==> src/rtl/input_unit.sv <==
// Router input port front end: flit FIFO, route lookup handshake, per-packet
// outport latch, switch/crossbar streaming, drop path and credit return.
module input_unit #(
    parameter logic [2:0]  PORT   = 3'd1,
    parameter int unsigned DEPTH  = 4,
    parameter int unsigned FLIT_W = 32
) (
    input  logic              clk,
    input  logic              rst,
    input  logic              in_valid,
    input  logic [FLIT_W-1:0] in_flit,
    output logic              credit_out,
    output logic [2:0]        rcu_inport,
    output logic [5:0]        rcu_dest,
    input  logic [2:0]        rcu_outport,
    output logic              sa_req,
    output logic [2:0]        sa_outport,
    input  logic              sa_grant,
    output logic              xb_valid,
    output logic [FLIT_W-1:0] xb_flit,
    output logic              drop_pulse,
    output logic              err_overflow,
    output logic              err_protocol
);

    localparam int unsigned POS_W = 6;
    localparam logic [2:0]  P_LOCAL = 3'd0;
    localparam logic [2:0]  P_DROP  = 3'd7;
    localparam logic [1:0]  T_HEAD  = 2'd0;
    localparam logic [1:0]  T_TAIL  = 2'd2;
    localparam logic [1:0]  T_HT    = 2'd3;

    localparam int unsigned      PTR_W    = (DEPTH > 1) ? $clog2(DEPTH) : 1;
    localparam int unsigned      CNT_W    = $clog2(DEPTH + 1);
    localparam logic [PTR_W-1:0] LAST_PTR = PTR_W'(DEPTH - 1);
    localparam logic [CNT_W-1:0] FULL_CNT = CNT_W'(DEPTH);

    typedef enum logic [1:0] {IDLE, ROUTE, ACTIVE, DRAIN} state_t;

    state_t state, state_next, state_eff;

    logic [FLIT_W-1:0] mem [DEPTH];
    logic [PTR_W-1:0]  rd_ptr, wr_ptr;
    logic [CNT_W-1:0]  count;
    logic              empty, full, push, pop;
    logic [FLIT_W-1:0] head;
    logic [1:0]        head_type;
    logic              head_is_start, head_is_end;
    logic              route, bad_head;

    always_comb begin
        empty         = (count == '0);
        full          = (count == FULL_CNT);
        head          = mem[rd_ptr];
        head_type     = head[FLIT_W-1 -: 2];
        head_is_start = (head_type == T_HEAD) || (head_type == T_HT);
        head_is_end   = (head_type == T_TAIL) || (head_type == T_HT);
        push          = in_valid && (!full || pop);
        rcu_inport    = PORT;
        rcu_dest      = head[POS_W-1:0];
        xb_flit       = head;
    end

    always_ff @(posedge clk) begin
        if (push) mem[wr_ptr] <= in_flit;
    end

    always_ff @(posedge clk or posedge rst) begin
        if (rst) begin
            rd_ptr <= '0;
            wr_ptr <= '0;
            count  <= '0;
        end else begin
            if (push) wr_ptr <= (wr_ptr == LAST_PTR) ? '0 : wr_ptr + PTR_W'(1);
            if (pop)  rd_ptr <= (rd_ptr == LAST_PTR) ? '0 : rd_ptr + PTR_W'(1);
            case ({push, pop})
                2'b10:   count <= count + CNT_W'(1);
                2'b01:   count <= count - CNT_W'(1);
                default: ;
            endcase
        end
    end

    always_ff @(posedge clk or posedge rst) begin
        if (rst) state <= IDLE;
        else     state <= state_next;
    end

    // A start flit at the head of an idle unit is routed in the cycle it
    // becomes visible, so ROUTE is entered combinationally, never registered.
    always_comb begin
        state_eff = state;
        if (state == IDLE && !empty && head_is_start) state_eff = ROUTE;
        route      = 1'b0;
        bad_head   = 1'b0;
        sa_req     = 1'b0;
        xb_valid   = 1'b0;
        drop_pulse = 1'b0;
        pop        = 1'b0;
        case (state_eff)
            IDLE: begin
                if (!empty) begin
                    pop        = 1'b1;
                    drop_pulse = 1'b1;
                    bad_head   = 1'b1;
                end
            end
            ROUTE: route = 1'b1;
            ACTIVE: begin
                sa_req   = !empty;
                pop      = sa_req && sa_grant;
                xb_valid = pop;
            end
            DRAIN: begin
                pop        = !empty;
                drop_pulse = pop;
            end
            default: ;
        endcase
    end

    always_comb begin
        state_next = state_eff;
        case (state_eff)
            ROUTE:         state_next = (rcu_outport == P_DROP) ? DRAIN : ACTIVE;
            ACTIVE, DRAIN: if (pop && head_is_end) state_next = IDLE;
            default: ;
        endcase
    end

    always_ff @(posedge clk or posedge rst) begin
        if (rst) begin
            credit_out   <= 1'b0;
            sa_outport   <= P_LOCAL;
            err_overflow <= 1'b0;
            err_protocol <= 1'b0;
        end else begin
            credit_out <= pop;
            if (route) sa_outport <= rcu_outport;
            if (in_valid && full && !pop) err_overflow <= 1'b1;
            if (bad_head) err_protocol <= 1'b1;
        end
    end

endmodule

==> config.mk <==
export PLATFORM = sky130hd
export DESIGN_NAME = input_unit
export DESIGN_NICKNAME = d
export VERILOG_FILES = /design/src/rtl/input_unit.sv
export SDC_FILE = /design/constraint.sdc
export NUM_CORES = 1
export LEC_CHECK = 0
export ABC_CLOCK_PERIOD_IN_PS = 9250
export CAP_MARGIN = 5
export CORE_UTILIZATION = 57
export DETAILED_ROUTE_END_ITERATION = 10
export PLACE_DENSITY = 0.8
export SETUP_SLACK_MARGIN = 0.5
export SLEW_MARGIN = 20
export SYNTH_ARGS = -nofsm -noshare
export SYNTH_HDL_FRONTEND = slang
export SYNTH_SLANG_ARGS = --single-unit
==> constraint.sdc <==
create_clock -name clk -period 9.25 [get_ports clk]
set_input_delay 1.3875 -clock clk [delete_from_list [all_inputs] [get_ports clk]]
set_output_delay 1.3875 -clock clk [all_outputs]
set_load 0.01 [all_outputs]
==> results of run 1 <==
==> metrics by stage <==
stage / instance area [um^2] / cells / util, % / setup slack, ns / power, mW
floorplan: 5610 / 270 / - / 5.44 / 1.45
global placement: 6520 / 466 / 69.6 / 4.97 / 1.79
detailed placement: 6520 / 466 / 69.6 / 4.90 / 1.81
CTS: 7090 / 498 / 75.6 / 4.31 / 2.46
global route: 7090 / 498 / 75.6 / 4.16 / 2.55
finish: 7090 / 498 / 75.6 / 4.40 / 2.44
==> layout make-up <==
type	instances	area [um^2]	share of cell area (%)
clock inverter	14	150	2.12
timing repair buffer	86	858	12.1
multi-input combinational	98	1240	17.5
sequential	143	4220	59.6
inverter	10	37.5	0.530
tap	129	161	2.28
clock buffer	18	418	5.90
==> sequential cells by signal (all words and copies together) (netlist names) <==
name and flops:
mem 128, wr_ptr 2, err_overflow 1, credit_out 1, count 3, sa_outport 3, state 2, rd_ptr 2
err_protocol 1
==> cell families after synthesis <==
kind of cell	after synthesis	synth area share (%)
flops	143	75.3
mux	40	14.6
buf+inv	29	2.77
simple gates	27	2.66
compound gates	18	2.37
fa+ha+maj	8	1.92
other cells	2	0.134
xor+xnor	2	0.313
==> where the power goes <==
group	total, mW	switching, mW	internal (mW)
Combinational	0.846	0.382	0.465
Clock	0.643	0.277	0.366
Sequential	0.947	0.0824	0.865
Total	2.44	0.741	1.70
==> layer usage <==
layer	track usage (%)	part of all wire (%)
met5	0	0
met2	34.2	51
met1	27.5	41
met4	8.25	1.0
met3	5.87	6.3
==> cells in the final DEF, fill, tap and decap left out, types with 2 or more instances in the layout <==
cell type	n
mux2_4	2
dfrtp_1	13
nor3_1	2
nor2_1	5
conb_1	3
inv_1	10
xnor2_1	2
mux4_2	32
dfrtp_2	2
o211ai_1	2
ha_1	7
o21ai_0	2
inv_6	6
and2_1	2
clkinvlp_4	3
clkdlybuf4s50_1	85
clkinv_4	2
clkbuf_16	16
nand3_1	2
a21oi_1	6
edfxtp_1	128
mux2_2	5
nand2_1	6
and2_2	4
==> how the worst max path moves through the flow <==
stage / cells past startpoint / slack (ns) / endpoint / start
finish: 7 / 4.40 / drop_pulse / rd_ptr[0]
detailed placement: 6 / 4.90 / drop_pulse / rd_ptr[0]
CTS: 7 / 4.31 / drop_pulse / rd_ptr[0]
global placement: 6 / 4.97 / drop_pulse / rd_ptr[0]
global route: 7 / 4.16 / drop_pulse / rd_ptr[0]
floorplan: 9 / 5.44 / mem[0][0] / rd_ptr[0]
==> results.json, run 1 <==
{
  "via_per_inst": 5.53,
  "drive_gt1_share_pct": 21.7,
  "r2r_slack_ns": 5.23,
  "io_pins": 89,
  "numCtsBuffers": 17,
  "grt_util_all_layers_pct": 21.1,
  "cts_htree_levels": 4,
  "antenna_found_initial": 0,
  "maxCapViolations": 0,
  "cts_setup_buffers": 0,
  "path_buf_inv": 3,
  "ys.flop_type": "edfxtp_1",
  "dr.pass1.iters": 4,
  "remaining_drc_errors": 0,
  "grt_overflow": 0,
  "crit_chain": "buf_4 -> mux4_2 -> inv_1 -> ha_1 -> or3_4 -> a21oi_1 -> clkdlybuf4s50_1",
  "cts_tree": "yes",
  "die_y_um": 101,
  "synth_most_common_cell": "edfxtp_1",
  "synth_cell_type_count": 37,
  "final-setup-viol-count": 0,
  "synth-seq-area-share_pct": 75.3,
  "min_path_type": "register to register",
  "crit_arrival_ns": 3.46,
  "worstSetupStartpointType": "register",
  "start_util_pct": 59.8,
  "fin_crit_sh_pct": 52.4,
  "crit_fanout": 35,
  "gp_congestion": 0.754,
  "ys_top_cells_by_count": "edfxtp_1, mux4_2, dfrtp_1, inv_1, buf_4",
  "synth.avg_cell_area_um2": 20.8,
  "crit_type": "register to output port",
  "hold_end": "err_overflow",
  "insertion_delay_ns": 0.52,
  "period_minus_slack_ns": 4.85,
  "yosys.area.top_type": "edfxtp_1",
  "clock_path_buffers": 2,
  "worst_slew_pin_slew_ns": 0.876,
  "clk_pin_slew_worst_paths_ns": 0.06,
  "grt_max_degree": 36,
  "rsz0062_at_grt": "false",
  "ir_drop_v": 0.000189,
  "fin_tns_setup_ns": 0,
  "postCtsResizedCells": 0,
  "synth-edff-count": 128,
  "io_buffers": 85,
  "cp_data_required_time_ns": 7.86,
  "dieWidth_um": 101,
  "hpwl_um": 5720,
  "hold_buffers": 0,
  "first_global_vias": 2883,
  "num-fill-cells": 547,
  "yosysTopAreaCellShare_pct": 68.6,
  "syn_inst": 269,
  "hold_viol": 0,
  "route.final.wire_length_um": 9880,
  "synth_area_leaders": "edfxtp_1, mux4_2, dfrtp_1",
  "relSlewSlack_pct": 41.6,
  "area_delta_synth_final_pct": 26.4,
  "wire_per_inst_um": 19.8,
  "r2r_end": "mem[1][26]",
  "worst_hold_slack_ns": 0.466,
  "row_count": 35,
  "p_leak_nw": 2.42,
  "rr_worst_depth": 8,
  "fmax_ghz": 0.206,
  "outcome": "complete, no violations",
  "dieArea_mm2": 0.0102,
  "critical_path.max_stage_delay_ns": 0.63,
  "hold_path_startpoint": "err_overflow",
  "holdPathStages": 1,
  "dr.first_iter.drc_count": 138,
  "ant_nets": 0,
  "diodes": 0,
  "fin_skew_ns": 0.0113,
  "cts_sinks": 143,
  "cp-end-kind": "output port",
  "grt_pass1_wl_um": 15200,
  "layout.nets": 403,
  "core_mm2": 0.00937,
  "cp_top_family": "buffers and inverters",
  "root_buffer": "clkbuf_8",
  "ys_ff_latch": 143,
  "yosys_warnings": 0,
  "num_vias": 2752,
  "async_flop_share_pct": 10.5,
  "r2r-start": "rd_ptr[0]",
  "pwr_density_cell_mw_per_mm2": 344,
  "syn_area_mm2": 0.00561,
  "drv_slew": 0,
  "cp_slowest_cell": "mux4_2"
}
Power figures use the tool's default switching activity.
==> run 2: changes to the inputs <==
- ABC_CLOCK_PERIOD_IN_PS: 9250 -> 5100
- CORE_UTILIZATION: 57 -> 53
- PLACE_DENSITY: 0.8 -> 0.75
- clock period: 9.25 -> 5.1 ns (I/O delays scaled with it)
==> results.json, run 2 (synthesized netlist as in run 1, its figures left out) <==
{
  "start_util_pct": 54.5,
  "hold_viol": 0,
  "dieWidth_um": 105,
  "fin_crit_sh_pct": 79.0,
  "top_register": "mem",
  "root_buffer": "clkbuf_8",
  "final_cell_mix": "edfxtp_1, clkdlybuf4s50_1, mux4_2",
  "fin_tns_setup_ns": 0,
  "cts_setup_buffers": 0,
  "wire_per_inst_um": 19.6,
  "hold_path_startpoint": "err_protocol",
  "worst_hold_slack_ns": 0.468,
  "layout_commonest_cell": "edfxtp_1",
  "insertion_delay_ns": 0.51,
  "final-setup-viol-count": 0,
  "critical_path.max_stage_delay_ns": 0.89,
  "io_pins": 89,
  "ant_nets": 0,
  "fmax_ghz": 0.248,
  "drive_gt1_share_pct": 20.7,
  "outcome": "complete, no violations",
  "cp_slowest_cell": "dfrtp_2",
  "dr.pass1.iters": 4,
  "cts_tree": "yes",
  "clk_pin_slew_worst_paths_ns": 0.06,
  "core_mm2": 0.0103,
  "hold_buffers": 0,
  "largest_register_ffs": 128,
  "rsz0062_at_grt": "false",
  "num_vias": 2768,
  "r2r-start": "rd_ptr[1]",
  "wirelength_met1_um": 4160,
  "worstSetupStartpointType": "register",
  "area_delta_synth_final_pct": 26.9,
  "antenna_found_initial": 0,
  "ir_drop_v": 0.000377,
  "grt_util_all_layers_pct": 19.9,
  "layout.nets": 403,
  "wl_met2_um": 5050,
  "crit_arrival_ns": 3.27,
  "met3_length_um": 529,
  "top_regs": "mem: 128 flops, count: 3 flops, sa_outport: 3 flops",
  "cp_top_family": "flip-flops",
  "num-fill-cells": 698,
  "maxUsedRoutingLayer": "met4",
  "dieArea_mm2": 0.0110,
  "io_buffers": 85,
  "fin_skew_ns": 0.0126,
  "gp_congestion": 0.712,
  "cp-end-kind": "output port",
  "postCtsResizedCells": 0,
  "remaining_drc_errors": 0,
  "cts_sinks": 143,
  "via_per_inst": 5.50,
  "route.final.wire_length_um": 9840,
  "diodes": 0,
  "cts_htree_levels": 4,
  "pwr_density_cell_mw_per_mm2": 629,
  "period_minus_slack_ns": 4.03,
  "grt_overflow": 0,
  "seqCellArea_mm2": 0.00422,
  "hpwl_um": 5940,
  "crit_fanout": 34,
  "cp-startpoint": "rd_ptr[1]",
  "crit_chain": "mux4_2 -> ha_1 -> or3_4 -> a21oi_1 -> clkdlybuf4s50_1",
  "first_global_vias": 2884,
  "dr.first_iter.drc_count": 152,
  "cp_data_required_time_ns": 4.34,
  "numCtsBuffers": 17,
  "die_y_um": 105,
  "worst_slew_pin_slew_ns": 0.837,
  "grt_pass1_wl_um": 15600,
  "crit_type": "register to output port",
  "row_count": 37,
  "min_path_type": "register to register",
  "grt_max_degree": 35,
  "path_buf_inv": 1,
  "maxCapViolations": 0,
  "relSlewSlack_pct": 44.2,
  "drv_slew": 0,
  "clock_path_buffers": 2,
  "multiInputGateArea_mm2": 0.00124,
  "p_leak_nw": 2.44
}
[run 2: layout make-up]
type	instances	area share [%]
clock inverters	11	2.32
flip-flops and latches	143	59.3
inverters	10	0.528
well taps	136	2.39
repair buffers	86	12.1
clock buffers	19	5.93
multi-input cells	98	17.4
[run 2: worst paths after layout]
path,endpoint,slack [ns],depth (start not counted)
setup / recovery,drop_pulse,1.07,5
setup reg to reg,mem[1][23],1.31,6
min in group asynchronous,credit_out,0.62,2
hold reg to reg,err_protocol,0.47,2
hold / removal,err_protocol,0.47,2
max in group asynchronous,rd_ptr[0],4.06,2
[run 2: routing by layer]
metal,vias up,GRT usage [%]
met3,7,6.61
li1,1241,-
met4,0,6.54
met5,-,0
met1,1419,25.6
met2,101,32.0
[run 2: report_power, final]
group | leakage [nW] | switching, mW | internal, mW
registers | 1.35 | 0.170 | 1.57
logic | 0.803 | 0.668 | 0.843
clock network | 0.290 | 0.437 | 0.787
[run 2: worst reg2reg max path: stages, from the launching register on]
cell and delay, ns:
dfrtp_2 0.89, mux4_2 0.46, ha_1 0.35, or3_4 0.36, and2_1 0.29, a31oi_4 0.30, and2_2 0.74
[run 2: stage by stage]
| stage | utilization (%) | worst slack, ns | cells | cell area, um^2 | power [mW] |
|---|---|---|---|---|---|
| floorplan | - | 1.29 | 270 | 5610 | 2.63 |
| global placement | 63.5 | 1.34 | 473 | 6530 | 3.23 |
| detailed placement | 63.5 | 1.28 | 473 | 6530 | 3.28 |
| CTS | 69.2 | 1.03 | 503 | 7110 | 4.52 |
| global route | 69.2 | 0.879 | 503 | 7110 | 4.69 |
| finish | 69.2 | 1.07 | 503 | 7110 | 4.47 |
==> run 3: changes to the inputs <==
- ABC_CLOCK_PERIOD_IN_PS: 5100 -> 3750
- clock period: 5.1 -> 3.75 ns (I/O delays scaled with it)
==> results.json, run 3 (synthesized netlist as in run 1, its figures left out) <==
{
  "die_y_um": 105,
  "via_per_inst": 5.39,
  "cts_htree_levels": 4,
  "crit_fanout": 4,
  "cp-end-kind": "output port",
  "pwr_density_cell_mw_per_mm2": 857,
  "fin_tns_setup_ns": 0,
  "gp_congestion": 0.803,
  "hold_viol": 0,
  "grt_util_all_layers_pct": 20.0,
  "worst_slew_pin_slew_ns": 0.706,
  "top_register": "mem",
  "worst_hold_slack_ns": 0.422,
  "cts_tree": "yes",
  "cp_slowest_cell": "mux4_2",
  "grt_use_met2_pct": 32.5,
  "rr_worst_depth": 12,
  "fmax_ghz": 0.321,
  "numCtsBuffers": 17,
  "dr.first_iter.drc_count": 104,
  "grt_max_degree": 32,
  "busiest_layer": "met2",
  "maxCapViolations": 0,
  "hpwl_um": 5940,
  "layout_commonest_cell": "edfxtp_1",
  "root_buffer": "clkbuf_8",
  "grt_pass1_wl_um": 15800,
  "worstSetupStartpointType": "register",
  "row_count": 37,
  "dieArea_mm2": 0.0110,
  "io_buffers": 85,
  "top_regs": "mem: 128 flops, count: 3 flops, sa_outport: 3 flops",
  "use_met3_pct": 5.49,
  "ant_nets": 0,
  "route.final.wire_length_um": 10000,
  "fin_crit_sh_pct": 83.1,
  "grt_overflow": 0,
  "relSlewSlack_pct": 52.6,
  "final_cell_area_mm2": 0.00723,
  "final_cell_mix": "edfxtp_1, clkdlybuf4s50_1, mux4_2",
  "r2r-start": "rd_ptr[0]",
  "diodes": 0,
  "ir_drop_v": 0.000446,
  "remaining_drc_errors": 0,
  "core_mm2": 0.0103,
  "cp-startpoint": "rd_ptr[0]",
  "period_minus_slack_ns": 3.12,
  "antenna_found_initial": 0,
  "hold_buffers": 0,
  "crit_arrival_ns": 2.56,
  "crit_chain": "mux4_2 -> inv_2 -> ha_4 -> or3_4 -> a21oi_1 -> dlygate4sd2_1",
  "critical_path.max_stage_delay_ns": 0.55,
  "io_pins": 89,
  "dieWidth_um": 105,
  "dr.pass1.iters": 4,
  "fin_skew_ns": 0.00881,
  "min_path_type": "input pin to async pin",
  "cp_data_required_time_ns": 3.19,
  "crit_type": "register to output port",
  "insertion_delay_ns": 0.51,
  "rsz0062_at_grt": "true",
  "area_delta_synth_final_pct": 28.9,
  "outcome": "complete, no violations",
  "start_util_pct": 54.5,
  "p_leak_nw": 2.50,
  "placed_cell_area_mm2": 0.00661,
  "r2r_end": "count[2]",
  "layout.nets": 413,
  "use_met1_pct": 26.3,
  "final-setup-viol-count": 0,
  "first_global_vias": 2949,
  "wire_per_inst_um": 19.4,
  "drv_slew": 0,
  "num_vias": 2776,
  "largest_register_ffs": 128,
  "drive_gt1_share_pct": 24.8,
  "r2r_slack_ns": 0.66,
  "clk_pin_slew_worst_paths_ns": 0.06,
  "clock_path_buffers": 2,
  "cts_sinks": 143
}
## run 3: power breakdown
| part | internal [mW] | leakage, nW | switching, mW | total (mW) |
|---|---|---|---|---|
| clock network | 1.03 | 0.286 | 0.659 | 1.69 |
| logic | 1.21 | 0.864 | 1.02 | 2.23 |
| registers | 2.13 | 1.35 | 0.148 | 2.28 |
| total | 4.37 | 2.50 | 1.83 | 6.20 |
## run 3: repair_timing
item                                    CTS  global route
gates resized for setup                   4             4
endpoints found under the setup margin   20             9
gates cloned                              0             0
buffers inserted                          1             0
## run 3: layer usage
metal / wire (um) / vias to the layer above
li1: - / 1265
met2: 5310 / 82
met3: 465 / 8
met4: 108 / 0
met5: 0 / -
met1: 4110 / 1421
## run 3: cell type report
class                   count  area, um^2
clock buffers              18         418
clock inverters            14         181
fillers                   650        3050
inverters                  10        37.5
multi-input cells          98        1260
flip-flops and latches    143        4220
well taps                 136         170
repair buffers             96         938
## run 3: per-stage QoR
stage	instances	utilization [%]	setup WS, ns	total power [mW]
6_report	515	70.3	0.632	6.20
5_1_grt	515	70.3	0.488	6.49
4_1_cts	515	70.2	0.550	6.25
3_5_place_dp	482	64.3	0.443	4.52
3_3_place_gp	482	64.3	0.563	4.48
2_1_floorplan	270	-	0.504	3.61
## run 3: worst max path at each step
stage / to / depth (start not counted)
6_report: drop_pulse / 6
4_1_cts: rcu_dest[0] / 4
5_1_grt: count[2] / 12
3_5_place_dp: count[2] / 12
3_3_place_gp: count[2] / 12
2_1_floorplan: count[2] / 14
## run 3: critical path: cells and delay by family, from the launching register on
family / cells / cell delay (ns)
mux: 1 / 0.55
simple gates: 1 / 0.34
flops: 1 / 0.40
fa+ha+maj: 1 / 0.21
buf+inv: 2 / 0.39
compound gates: 1 / 0.15
==> RTL edit 1: new RTL, settings of run 1 <==
`DEPTH`: 4 -> 8.
--- a/src/rtl/input_unit.sv
+++ b/src/rtl/input_unit.sv
@@ -4,3 +4,3 @@
     parameter logic [2:0]  PORT   = 3'd1,
-    parameter int unsigned DEPTH  = 4,
+    parameter int unsigned DEPTH  = 8,
     parameter int unsigned FLIT_W = 32
Function: changed (Yosys sat finds a counterexample within 10 cycles, from zero or initial values and one cycle with rst high).
==> RTL edit 1 against run 1 <==
  * Design area rose by 80%
  * Routed wire length rose by 98%
  * Worst setup slack got worse by 260 ps
  * Power rose by 69%
  * Clock skew rose by 16 ps
  * Synthesized area rose by 92%
  * Via count rose by 87%
  * Count of clock-buffer cells in the layout rose by 15
  * Sequential cell count rose by 131
==> RTL edit 1: results (changes against run 1) <==
- The mean instance size in the synthesized netlist is 22.1 sq um (was 20.8 sq um).
- The arrival time of data at the critical path endpoint came to 3720 ps (was 3460 ps).
- Cell at the root of the clock tree: sky130_fd_sc_hd__clkbuf_16 (was sky130_fd_sc_hd__clkbuf_8)
- Maximum number of pins on one net before global-route repair: 67 (was 36)
* Top area cells in the synthesized netlist: sky130_fd_sc_hd__edfxtp_1 (72%), sky130_fd_sc_hd__mux4_2 (13%), sky130_fd_sc_hd__dfrtp_1 (4.2%) (was sky130_fd_sc_hd__edfxtp_1 (69%), sky130_fd_sc_hd__mux4_2 (13%), sky130_fd_sc_hd__dfrtp_1 (6.7%))
- The fraction of final layout cells sized beyond drive strength 1 came to 0.293 (was 0.217).
* Compound-Gate Fraction of Synth Area: 0.0178 (was 0.0237)
- Instance area after placement: 11900 sq um (was 6520 sq um)
- The multiplexer share of the synthesized area is 0.175 (was 0.146).
- Maximum vdd drop: 0.176 mV (was 0.189 mV)
* Total placed cells including tap cells: 783 (was 466)
* Number of optimization iterations in the first detailed-route pass: 5 (was 4)
* Number of enable-type register cells in the synthesized netlist: 256 (was 128)
- The worst stage delay on the critical path is 690 ps (was 630 ps).
- Most frequent cells after synthesis: sky130_fd_sc_hd__edfxtp_1 (256), sky130_fd_sc_hd__mux4_2 (64), sky130_fd_sc_hd__mux2_2 (38), sky130_fd_sc_hd__dfrtp_1 (18), sky130_fd_sc_hd__buf_4 (9) (was sky130_fd_sc_hd__edfxtp_1 (128), sky130_fd_sc_hd__mux4_2 (32), sky130_fd_sc_hd__dfrtp_1 (15), sky130_fd_sc_hd__inv_1 (10), sky130_fd_sc_hd__buf_4 (9))
- The clock latency on the worst-skew pair came to 540 ps (was 520 ps).
* Weighted congestion at the end of routability-driven global placement: 0.786 (was 0.754)
- Post-synthesis share of cell area spent on full adders, half adders and majority gates: 0.00815 (was 0.0192)
- The violation count after the first detailed-route iteration came to 378 (was 138).
* Xor/xnor cell area share of the yosys netlist: 0.00163 (was 0.00312)
- The leakage dissipation is 4.15 nW (was 2.42 nW).
- The worst-path maximum fanout came to 66 (was 35).
- Largest registers: mem: 256 flops, count: 4 flops (was mem: 128 flops, count: 3 flops, sa_outport: 3 flops).
- Final #Nets: 630 (was 403)
* Detail-routed via count per cell: 6.18 (was 5.53)
- Sequential-to-total area share from yosys stat: 0.758 (was 0.753)
- Share of flip-flops with an asynchronous set or reset after synthesis: 0.0657 (was 0.105)
- The vias after detailed routing came to 5150 (was 2752).
- Wirelength, routed: 19600 um (was 9880 um)
- Slowest library cell on the worst path: sky130_fd_sc_hd__buf_4 (was sky130_fd_sc_hd__mux4_2)
* HPWL Detailed: 11400 um (was 5720 um)
- The maximum level of the CTS H-tree is 1 (was 4).
- Outcome: completed (unchanged)
- The maximum clock insertion buffer count is 3 (was 2).
- The via count of the first global-routing pass came to 5396 (was 2883).
RTL edit 1: cell count changes in the layout (fill, tap and decap cells not counted), sizes merged, moves of 4 or more:
cell | before | now
clkinv | 3 | 12
edfxtp | 128 | 256
mux2 | 7 | 38
clkbuf | 18 | 33
and2 | 6 | 2
buf | 1 | 13
mux4 | 32 | 64
nor3 | 2 | 8
inv | 17 | 5
RTL edit 1: worst paths after layout:
check,start,end,slack [ps],cells after the start
worst min register to register,err_protocol,err_protocol,490,1
worst max register to register,rd_ptr[1],mem[1][11],4520,9
worst min-delay path,err_protocol,err_protocol,490,1
worst max-delay path,rd_ptr[1],drop_pulse,4150,7
min in group asynchronous,rst,credit_out,1280,2
max in group asynchronous,rst,rd_ptr[0],7450,2
RTL edit 1: kinds of logic (layout without fill, tap and decap cells):
logic type,count (synthesis),count (layout)
flops,274,274
mux,103,103
simple gates,40,40
buf+inv,35,151
compound gates,24,24
fa+ha+maj,7,7
other cells,2,3
xor+xnor,2,2
RTL edit 1: layout make-up:
class | count | area [sq um]
well taps | 229 | 287
multi-input cells | 179 | 2470
clock inverters | 16 | 108
clock buffers | 33 | 698
repair buffers | 98 | 1000
inverters | 4 | 17.5
flip-flops and latches | 274 | 8140
fillers | 1059 | 5490
RTL edit 1: power breakdown:
part           total (mW)  switching, mW  internal (mW)
clock               0.991          0.428          0.563
combinational        1.42          0.635          0.787
sequential           1.71          0.144           1.57
total                4.13           1.21           2.92
RTL edit 1: layer usage:
metal / up-vias / track usage / part of all wire
met5: - / 0 / 0
met4: 0 / 0.0673 / 0.022
met3: 34 / 0.0344 / 0.060
met2: 189 / 0.360 / 0.52
met1: 2710 / 0.280 / 0.40
li1: 2217 / - / -
==> RTL edit 2: new RTL, config.mk and constraints of run 1 <==
Made on the original files. Reset style: synchronous (`rst`), changed in 3 clocked blocks.
--- a/src/rtl/input_unit.sv
+++ b/src/rtl/input_unit.sv
@@ -67,3 +67,3 @@
 
-    always_ff @(posedge clk or posedge rst) begin
+    always_ff @(posedge clk) begin
         if (rst) begin
@@ -83,3 +83,3 @@
 
-    always_ff @(posedge clk or posedge rst) begin
+    always_ff @(posedge clk) begin
         if (rst) state <= IDLE;
@@ -130,3 +130,3 @@
 
-    always_ff @(posedge clk or posedge rst) begin
+    always_ff @(posedge clk) begin
         if (rst) begin
Function: differs if rst is asserted again (counterexample within 4 cycles, from zero or initial values and one cycle with rst high); with rst held inactive, the same outputs for 4 cycles.
==> RTL edit 2 against run 1 <==
  * Sequential cell count grew 2
  * Count of clock-buffer cells in the layout shrank 1
  * First-iteration DRC count fell by 10%
  * Highest routed layer unchanged
  * Power fell by 16%
  * Non-clock buffer count unchanged
  * Maximum frequency up 2.2%
  * Routed wire length increased by 0.77%
  * Utilization is 0.094 points higher
  * Synthesized area shrank 0.11%
  * Critical path type unchanged
  * Via count hardly changed
  * Worst setup slack improved by 100 ps
  * Critical endpoint unchanged
  * Combinational power fell by 35%
  * Design area increased by 0.12%
==> RTL edit 2: results (changes against run 1) <==
- Filler instances: 557 (was 547)
* Static leakage power: 2.32 nW (was 2.42 nW)
* Critical-path maximum fanout: 32 (was 35)
* Share of flip-flops with an asynchronous set or reset after synthesis: 0 (was 0.105)
- The worst supply voltage drop on vdd was 0.155 mV (was 0.189 mV).
- Outcome: completed (unchanged).
* Weighted congestion at the end of routability-driven global placement: 0.778 (was 0.754)
* Number of enable-type register cells in the synthesized netlist: 128 (unchanged)
* Warnings from Yosys: 0 (unchanged)
* Largest registers: mem: 128 flops, count: 3 flops, sa_outport: 3 flops (unchanged)
* CP arrival: 3360 ps (was 3460 ps)
- The layout net count came to 414 (was 403).
- The count of non-filler cells in the finished layout is 508 (was 498).
- DR vias: 2750 (was 2752)
* Max transition margin: 0.407 (was 0.416)
- The number of library cell types mapped by synthesis was 39 (was 37).
* Clock network latency to the later pin of the worst-skew pair: roughly 510 ps
- The total track usage came to 0.217 (was 0.211).
- Top area cells in the synthesized netlist: sky130_fd_sc_hd__edfxtp_1 (69%), sky130_fd_sc_hd__mux4_2 (13%), sky130_fd_sc_hd__dfxtp_1 (6.1%) (was sky130_fd_sc_hd__edfxtp_1 (69%), sky130_fd_sc_hd__mux4_2 (13%), sky130_fd_sc_hd__dfrtp_1 (6.7%)).
* Layout cell share with drive strength beyond 1: 0.206 (was 0.217)
- The sequential area share after synthesis is 0.747 (was 0.753).
- The post-synthesis compound-gate area fraction came to 0.0286 (was 0.0237).
- The violation count after the first detailed-route iteration was 124 (was 138).
- The slowest cell on the critical path is sky130_fd_sc_hd__dfxtp_2 (was sky130_fd_sc_hd__mux4_2).
- First-pass GRT wire length: 15400 um (was 15200 um)
* Post-route clock skew: 8.57 ps (was 11.3 ps)
- The number of buffers inserted during clock tree synthesis came to 17 (unchanged).
- Number of optimization iterations in the first detailed-route pass: 5 (was 4)
- The placement-stage cell area was 6510 sq um (was 6520 sq um).
- The placed instance count came to 477 (was 466).
- The worst stage delay on the critical path was 860 ps (was 630 ps).
- The fraction of the mapped netlist area in adder cells was 0.0192 (about the same).
- Wirelength, routed: 9950 um (was 9880 um)
- The fraction of synthesized cell area taken by the top area cell type was 0.686 (about the same).
- The multiplexer share of the synthesized area was 0.141 (was 0.146).
- Avg Synthesized Cell Area: 20.0 sq um (was 20.8 sq um)
- Xor/xnor cell area share of the yosys netlist: 0 (was 0.00312)
* HPWL Detailed: 5630 um (was 5720 um)
- The kind of cell adding the most delay to the critical path is flip-flops (was buffers and inverters).
- Most frequent cells after synthesis: sky130_fd_sc_hd__edfxtp_1 (128), sky130_fd_sc_hd__mux4_2 (32), sky130_fd_sc_hd__dfxtp_1 (17), sky130_fd_sc_hd__nor2_1 (17), sky130_fd_sc_hd__buf_4 (9) (was sky130_fd_sc_hd__edfxtp_1 (128), sky130_fd_sc_hd__mux4_2 (32), sky130_fd_sc_hd__dfrtp_1 (15), sky130_fd_sc_hd__inv_1 (10), sky130_fd_sc_hd__buf_4 (9)).
- The pin count of the biggest net entering global routing was 33 (was 36).
-- RTL edit 2: cell count changes after synthesis, moves of 3 or more --
cell	delta
sky130_fd_sc_hd__dfxtp_1	+17
sky130_fd_sc_hd__nor2_1	+12
sky130_fd_sc_hd__mux2_2	-5
sky130_fd_sc_hd__mux2i_1	+3
sky130_fd_sc_hd__dfrtp_1	-15
-- RTL edit 2: worst paths after layout --
kind                                    from           end  slack (ps)  depth (start not counted)
worst max-delay path               flip-flop    drop_pulse        4510                          5
worst min-delay path            err_overflow  err_overflow         470                          2
worst max register to register     flip-flop    mem[1][12]        5500                          5
worst min register to register  err_overflow  err_overflow         470                          2
-- RTL edit 2: layer usage --
metal	part of all wire	routed length [um]	global-route usage	up-vias
li1	-	-	-	1278
met4	0.0083	83	0.0602	0
met5	0	0	0	-
met3	0.042	422	0.0652	7
met2	0.54	5390	0.374	86
met1	0.41	4060	0.269	1379
-- RTL edit 2: cell type report --
cell class / instances / area, sq um / area share
Clock buffer: 17 / 414 / 0.0584
Tap cell: 129 / 161 / 0.0227
Clock inverter: 14 / 168 / 0.0236
Multi-Input combinational cell: 109 / 1280 / 0.180
Sequential cell: 145 / 4190 / 0.590
Timing Repair Buffer: 86 / 858 / 0.121
Inverter: 8 / 30.0 / 0.00423
-- RTL edit 2: through the flow --
step           setup slack (ps)   util
2_1_floorplan              5480      -
3_5_place_dp               5010  0.695
3_3_place_gp               5030  0.695
4_1_cts                    4450  0.757
6_report                   4510  0.757
5_1_grt                    4350  0.757
-- RTL edit 2: cell families (layout without fill, tap and decap cells) --
logic type / after synthesis / in the layout
buf+inv: 27 / 125
fa+ha+maj: 8 / 8
simple gates: 41 / 41
compound gates: 19 / 19
mux: 38 / 38
flops: 145 / 145
other cells: 2 / 3
-- RTL edit 2: worst min-delay path, delay by kind of cell (launching register included) --
family,cells,cell delay [ps]
AO/OA/AOI/OAI,1,50
flip-flops,1,330
AND/OR/NAND/NOR,1,70
-- RTL edit 2: where the power goes --
part           internal, mW  total (mW)  switching [mW]  leakage, nW
combinational         0.300       0.548           0.248        0.742
sequential            0.794       0.842          0.0480         1.31
clock                 0.408       0.660           0.253        0.268
total                  1.50        2.05           0.549         2.32
